$ cat src/rtl/ddr3_fifo_drain_pkg.sv
// Shared types and helpers for the DDR3 FIFO drain block: FSM encoding,
// header magic default, skid-buffer entry layout and header construction.
package ddr3_fifo_drain_pkg;

    // Packet framing FSM states.
    typedef enum logic [1:0] {
        ST_IDLE    = 2'd0,
        ST_HEADER  = 2'd1,
        ST_PAYLOAD = 2'd2,
        ST_DONE    = 2'd3
    } drain_state_t;

    // Upper 16 bits of every header word unless overridden.
    localparam logic [15:0] HDR_MAGIC_DEFAULT = 16'hDA7A;

    // Two entries cover one word sitting in the buffer plus one read in flight.
    localparam int SKID_DEPTH = 2;

    // One skid-buffer entry: stream word plus its framing flags (34 bits).
    typedef struct packed {
        logic [31:0] data;
        logic        sof;
        logic        eof;
    } skid_word_t;

    // Header word: magic in the upper half, packet sequence number below.
    function automatic logic [31:0] make_header(input logic [15:0] magic,
                                                input logic [15:0] seq);
        return {magic, seq};
    endfunction

endpackage

$ cat src/rtl/drain_skid_buf.sv
// Two-entry skid buffer for the drain stream. Entry 0 is always the head;
// a pop shifts entry 1 down and a push lands in the first free slot after
// accounting for a same-cycle pop, so push+pop keeps occupancy unchanged.
module drain_skid_buf
    import ddr3_fifo_drain_pkg::*;
(
    input  logic       clk,
    input  logic       reset_n,
    input  logic       push,
    input  skid_word_t push_word,
    input  logic       pop,
    output skid_word_t head_word,
    output logic [1:0] occupancy
);

    skid_word_t entry_reg  [SKID_DEPTH];
    skid_word_t entry_next [SKID_DEPTH];
    logic [1:0] occ_reg;
    logic [1:0] occ_next;
    logic       do_pop;
    logic       do_push;
    logic [1:0] wr_idx;

    // A pop only counts when something is held; the write slot is the
    // occupancy left after that pop.
    assign do_pop  = pop && (occ_reg != 2'd0);
    assign wr_idx  = occ_reg - {1'b0, do_pop};
    // A push into a full, non-draining buffer is dropped rather than
    // corrupting the count; the top never issues one.
    assign do_push = push && (wr_idx < 2'(SKID_DEPTH));

    // Next-state of the entries and occupancy: shift on pop, then write.
    always_comb begin
        occ_next = occ_reg + {1'b0, do_push} - {1'b0, do_pop};
        for (int i = 0; i < SKID_DEPTH; i++) begin
            entry_next[i] = entry_reg[i];
        end
        if (do_pop) begin
            for (int i = 0; i < SKID_DEPTH - 1; i++) begin
                entry_next[i] = entry_reg[i + 1];
            end
            entry_next[SKID_DEPTH - 1] = '0;
        end
        if (do_push) begin
            for (int i = 0; i < SKID_DEPTH; i++) begin
                if (wr_idx == 2'(i)) begin
                    entry_next[i] = push_word;
                end
            end
        end
    end

    // Entry and occupancy registers; reset clears the contents so the
    // stream outputs read as zero while in reset.
    always_ff @(posedge clk or negedge reset_n) begin
        if (!reset_n) begin
            occ_reg <= 2'd0;
            for (int i = 0; i < SKID_DEPTH; i++) begin
                entry_reg[i] <= '0;
            end
        end else begin
            occ_reg <= occ_next;
            for (int i = 0; i < SKID_DEPTH; i++) begin
                entry_reg[i] <= entry_next[i];
            end
        end
    end

    assign head_word = entry_reg[0];
    assign occupancy = occ_reg;

endmodule

$ cat src/rtl/ddr3_fifo_drain.sv
// Drains the DDR3 FIFO read port and frames the words into fixed-length
// packets (one header word plus PKT_WORDS payload words) on a valid/ready
// stream. A 2-entry skid buffer absorbs the FIFO read latency and
// downstream backpressure.
module ddr3_fifo_drain
    import ddr3_fifo_drain_pkg::*;
#(
    parameter int          PKT_WORDS = 64,
    parameter logic [15:0] HDR_MAGIC = HDR_MAGIC_DEFAULT
) (
    input  logic        clk,
    input  logic        reset_n,
    input  logic        enable,
    input  logic        calib_done,
    output logic        rd_stb,
    input  logic [31:0] rd_data,
    input  logic        rd_empty,
    output logic [31:0] out_data,
    output logic        out_valid,
    input  logic        out_ready,
    output logic        out_sof,
    output logic        out_eof,
    output logic        busy,
    output logic        stall,
    output logic [15:0] pkt_count
);

    localparam int            CW          = $clog2(PKT_WORDS + 1);
    localparam logic [CW-1:0] PKT_WORDS_C = CW'(PKT_WORDS);
    localparam logic [CW-1:0] LAST_IDX    = CW'(PKT_WORDS - 1);

    drain_state_t  state_reg;
    drain_state_t  state_next;
    logic [15:0]   seq_reg;
    logic [15:0]   pkt_count_reg;
    logic [CW-1:0] req_cnt_reg;
    logic [CW-1:0] rcv_cnt_reg;
    logic          inflight_reg;

    logic          hdr_push;
    logic          buf_push;
    skid_word_t    buf_push_word;
    logic          buf_pop;
    skid_word_t    head_word;
    logic [1:0]    buf_occ;
    logic [2:0]    eff_occ;
    logic          room;
    logic          words_left;
    logic          rd_stb_int;
    logic          eof_xfer;

    drain_skid_buf u_skid (
        .clk       (clk),
        .reset_n   (reset_n),
        .push      (buf_push),
        .push_word (buf_push_word),
        .pop       (buf_pop),
        .head_word (head_word),
        .occupancy (buf_occ)
    );

    assign out_valid = (buf_occ != 2'd0);
    assign out_data  = head_word.data;
    assign out_sof   = head_word.sof;
    assign out_eof   = head_word.eof;
    assign buf_pop   = out_valid && out_ready;
    assign eof_xfer  = buf_pop && head_word.eof;

    // Slots committed after this cycle: held words plus the in-flight read,
    // minus the word leaving now. Counting the departing word is what lets
    // a ready sink see one word per cycle instead of two in three.
    assign eff_occ    = {1'b0, buf_occ} + {2'b00, inflight_reg} - {2'b00, buf_pop};
    assign room       = (eff_occ < 3'd2);
    assign words_left = (req_cnt_reg != PKT_WORDS_C);

    assign rd_stb_int = (state_reg == ST_PAYLOAD) && !rd_empty && room && words_left;
    assign rd_stb     = rd_stb_int;
    assign stall      = (state_reg == ST_PAYLOAD) && rd_empty && room && words_left;
    assign busy       = (state_reg != ST_IDLE);
    assign pkt_count  = pkt_count_reg;

    // FSM state register.
    always_ff @(posedge clk or negedge reset_n) begin
        if (!reset_n) begin
            state_reg <= ST_IDLE;
        end else begin
            state_reg <= state_next;
        end
    end

    // Next-state logic and header push request.
    always_comb begin
        state_next = state_reg;
        hdr_push   = 1'b0;
        case (state_reg)
            ST_IDLE: begin
                if (enable && calib_done && !rd_empty) begin
                    state_next = ST_HEADER;
                end
            end
            ST_HEADER: begin
                // Header only enters an empty buffer so it can never be
                // overtaken by payload from the previous packet.
                if ((buf_occ == 2'd0) && !inflight_reg) begin
                    hdr_push   = 1'b1;
                    state_next = ST_PAYLOAD;
                end
            end
            ST_PAYLOAD: begin
                if (rd_stb_int && (req_cnt_reg == LAST_IDX)) begin
                    state_next = ST_DONE;
                end
            end
            ST_DONE: begin
                if (eof_xfer) begin
                    state_next = ST_IDLE;
                end
            end
            default: begin
                state_next = ST_IDLE;
            end
        endcase
    end

    // Buffer write source: the returning FIFO word always wins, since a
    // read in flight must be captured; the header only goes in when idle.
    always_comb begin
        buf_push      = 1'b0;
        buf_push_word = '0;
        if (inflight_reg) begin
            buf_push           = 1'b1;
            buf_push_word.data = rd_data;
            buf_push_word.eof  = (rcv_cnt_reg == LAST_IDX);
        end else if (hdr_push) begin
            buf_push           = 1'b1;
            buf_push_word.data = make_header(HDR_MAGIC, seq_reg);
            buf_push_word.sof  = 1'b1;
        end
    end

    // Request/receive counters, in-flight flag, sequence and packet count.
    always_ff @(posedge clk or negedge reset_n) begin
        if (!reset_n) begin
            req_cnt_reg   <= '0;
            rcv_cnt_reg   <= '0;
            inflight_reg  <= 1'b0;
            seq_reg       <= 16'd0;
            pkt_count_reg <= 16'd0;
        end else begin
            inflight_reg <= rd_stb_int;
            if (state_reg == ST_HEADER) begin
                req_cnt_reg <= '0;
                rcv_cnt_reg <= '0;
            end else begin
                if (rd_stb_int) begin
                    req_cnt_reg <= req_cnt_reg + CW'(1);
                end
                if (inflight_reg) begin
                    rcv_cnt_reg <= rcv_cnt_reg + CW'(1);
                end
            end
            if ((state_reg == ST_DONE) && eof_xfer) begin
                seq_reg       <= seq_reg + 16'd1;
                pkt_count_reg <= pkt_count_reg + 16'd1;
            end
        end
    end

endmodule

$ cat config.mk
export PLATFORM = sky130hd
export DESIGN_NAME = ddr3_fifo_drain
export DESIGN_NICKNAME = d
export VERILOG_FILES = /design/src/rtl/ddr3_fifo_drain_pkg.sv /design/src/rtl/drain_skid_buf.sv /design/src/rtl/ddr3_fifo_drain.sv
export SDC_FILE = /design/constraint.sdc
export NUM_CORES = 1
export LEC_CHECK = 0
export BUFFER_PORTS_ARGS = -buffer_cell sky130_fd_sc_hd__buf_2
export CORE_AREA = 2 2 130 132
export CTS_CLUSTER_DIAMETER = 40
export DETAILED_ROUTE_END_ITERATION = 16
export DIE_AREA = 0 0 132 134
export GPL_TIMING_DRIVEN = 0
export PLACE_DENSITY = 0.68
export RECOVER_POWER = 100
export SLEW_MARGIN = 10
export SYNTH_ARGS = -nofsm -noshare
export SYNTH_HDL_FRONTEND = slang
export SYNTH_HIERARCHICAL = 1
export SYNTH_SLANG_ARGS = --single-unit
$ cat constraint.sdc
create_clock -name clk -period 3.3 [get_ports clk]
set_input_delay 0.495 -clock clk [delete_from_list [all_inputs] [get_ports clk]]
set_output_delay 0.495 -clock clk [all_outputs]
set_load 0.02 [all_outputs]
==> impl_metrics.csv <==
group,metric,value,unit
outcome,status,"finished with violations",
outcome,violations,"max-capacitance violations, max-slew violations",
logic_synthesis,avgSynthCellArea,10.8,um^2
placement,gp_congestion,0.733,
logic_synthesis,yosys-top-cells-count,"dfrtp_1, mux2i_1, nand2_1",
cts,clock_sinks,119,
floorplan,fp.dieArea,17700,um^2
logic_synthesis,async_flop_share,1.00,
power,switchingPower,1.54,mW
detailed_routing,vias,4281,
detailed_routing,avgRoutedWirePerCell,14.0,um
grt,grt_use_total,0.156,
logic_synthesis,ys_top_cells_by_area,"dfrtp_1, mux2i_1, buf_4",
detailed_routing,drcViolationCount,0,
power,peakVddDrop,0.385,mV
logic_synthesis,synthDistinctLibCells,44,
logic_synthesis,synth.most_common_cell,"dfrtp_1",
sta,max_clock_freq,0.311,GHz
power,comb_power_share,0.276,
cts,worstSkewPairLatency,0.41,ns
grt,antenna_found_initial,1,
cts,cts_max_path_buffers,2,
cells_and_area,nets,740,
cts,numCtsBuffers,17,
power,power_density,666,nW/um^2
logic_synthesis,synth_fa_ha_area_frac,0.0275,
grt,grt_overflow,0,
cells_and_area,areaGrowthSynthToFinish,22.1,%
cells_and_area,num_antenna_cells,0,
floorplan,core,16300,um^2
sta,skew,0.00523,ns
floorplan,die_h,134,um
logic_synthesis,synth-seq-cells,119,
cts,postCtsHoldBufs,0,
logic_synthesis,synth_top_area_share,0.481,
detailed_routing,drtIter0Drc,133,
setup_path,crit_path_top_delay_cell,"fa_1",
logic_synthesis,synth_mux_area_frac,0.168,
sta,report.final.slew_viol_count,55,
logic_synthesis,ys_seq_area_frac,0.481,
logic_synthesis,syn_inst,573,
sta,setup_viol,0,
setup_path,arrival,2.72,ns
logic_synthesis,synth-simple-area-share,0.109,
logic_synthesis,ys.flop_type,"dfrtp_1",
logic_synthesis,yosysTopAreaCell,"dfrtp_1",
floorplan,pin_count,92,
power,clkPwrFrac,0.381,
logic_synthesis,netlist_area,6190,um^2
grt,grt_pass1_wl,21800,um
job,drv_cap,1,
setup_path,crit_chain,"or2_4, and2_4, nor2b_2, fa_1, nand2_2, a2111o_1, buf_6, inv_4, buf_6",
detailed_routing,viasPerCell,4.64,
setup_path,slowest_delay,0.55,ns
hold_path,worstHoldPathType,"input pin to register",
grt,grt_pass1_vias,4369,
floorplan,start_util,0.380,
logic_synthesis,synth_top_family_by_area,"multiplexers",
cts,clockRootBuffer,"clkbuf_16",
logic_synthesis,yosys.area_share.xor_xnor,0.0537,
placement,dp.final_hpwl,8950,um
sta,tns,0,ns
detailed_routing,drt_first_pass_iters,4,
sta,worst_slack,0.0849,ns
placement,pre_cts_ws,-0.332,ns
sta,period_minus_slack,3.22,ns
logic_synthesis,synth-edff-count,0,
floorplan,num_rows,47,
logic_synthesis,synth_nets,624,
detailed_routing,wirelength,12900,um
logic_synthesis,ys_warn_count,6,
power,switching_share,0.305,
setup_path,worst_setup_path_end_kind,"primary output",
setup_path,crit_path_max_fanout,6,
grt,grt_max_degree,66,
cts,cts_tree,"built",
power,p_leak,4.14,nW
power,total_power,5.04,mW
cts,cts.clk_slew.worst_paths,0.05,ns
setup_path,crit_required,2.80,ns
sta,slew_headroom,-0.724,
cells_and_area,layout-drive-gt1-share,0.187,
sta,worstMarginPinSlew,2.59,ns
power,p_seq_frac,0.343,
sta,hold_violations,0,
setup_path,crit_top_cell,"buf_6",
cts,h-tree-depth,4,
detailed_routing,antenna_left,0,
floorplan,fp.dieW,132,um
cells_and_area,final_core_utilization,0.464,
setup_path,worstSetupPathType,"register to primary output",
power,p_int,3.51,mW
placement,io_buffers,91,
sta,period_share,0.974,
setup_path,critPathLaunchType,"register",
logic_synthesis,synth_compound_area_frac,0.0626,
==> metrics by stage <==
step | instance area, um^2 | hold slack (ns) | instances
2_1_floorplan | 6200 | 0.199 | 573
3_3_place_gp | 6930 | 0.458 | 884
3_5_place_dp | 6960 | 0.478 | 885
4_1_cts | 7620 | 0.0596 | 920
5_1_grt | 7570 | 0.473 | 922
6_report | 7570 | 0.459 | 922
==> power by group through the flow <==
stage | sequential (mW) | combinational (mW) | clock (mW)
after global placement | 1.78 | 1.29 | 0
after floorplan | 1.75 | 0.987 | 0
final | 1.73 | 1.39 | 1.92
after detailed placement | 1.78 | 1.31 | 0
after CTS | 1.73 | 1.40 | 1.97
after global routing | 1.76 | 1.53 | 2.03
==> layer usage <==
metal	vias up	wire length (um)	global-route usage
met5	-	13	0
met4	2	193	0.0610
met3	13	512	0.0423
met2	85	5880	0.246
met1	2034	6270	0.205
li1	2147	-	-
==> cell type report <==
class | instances | area [um^2]
well taps | 220 | 275
multi-input cells | 345 | 2620
clock buffers | 24 | 502
flip-flops and latches | 119 | 2980
plain buffers | 60 | 424
clock inverters | 8 | 118
repair buffers | 97 | 462
fillers | 1576 | 8720
inverters | 49 | 186
==> critical path, delay by kind of cell (launching register included) <==
kind,cells,cell delay (ns)
buf+inv,3,0.32
compound gates,1,0.37
simple gates,4,0.65
fa+ha+maj,1,0.55
flops,1,0.41
==> layout by cell type, fill, tap and decap left out, drive strengths merged, types with 2 or more instances in the layout <==
master    n
a22o     16
nor2     15
or2       2
a21oi     8
nand3b    2
and2     11
clkinv    4
o31ai     3
xor2     16
nor3      5
nor4      3
o21ai     5
and4      3
nand4     9
dfrtp   119
a21o     11
xnor2    22
nand3    13
nor2b     2
nand2    62
or3       3
ha       12
mux2i   103
bufinv    3
inv      49
buf      90
and3      5
clkbuf   90
or4       3
==> worst paths after layout <==
path                                      from                   end  slack (ns)  cells after the start
max                        u_skid/occupancy[0]                rd_stb        0.08                      9
min                                rd_data[27]  u_skid/entry_reg[29]        0.46                      4
max reg2reg                u_skid/occupancy[0]  u_skid/head_word[14]        0.22                     12
min reg2reg                      pkt_count[15]         pkt_count[15]        0.47                      1
max in group asynchronous              reset_n          pkt_count[8]        0.78                      1
min in group asynchronous              reset_n  u_skid/head_word[13]        1.04                      1
==> repair_timing <==
item / CTS / global route
pin swaps: 1 / 2
resized for setup: 9 / 6
setup endpoints to repair: 7 / 2
setup buffers: 3 / 2
==> cells by family after synthesis <==
logic type               Yosys count
AND/OR/NAND/NOR                  139
flip-flops                       119
buffers and inverters            109
multiplexers                     104
AO/OA/AOI/OAI                     51
XOR/XNOR                          38
adder cells (fa/ha/maj)           13
Note: power is estimated with default switching activity, not from simulation.
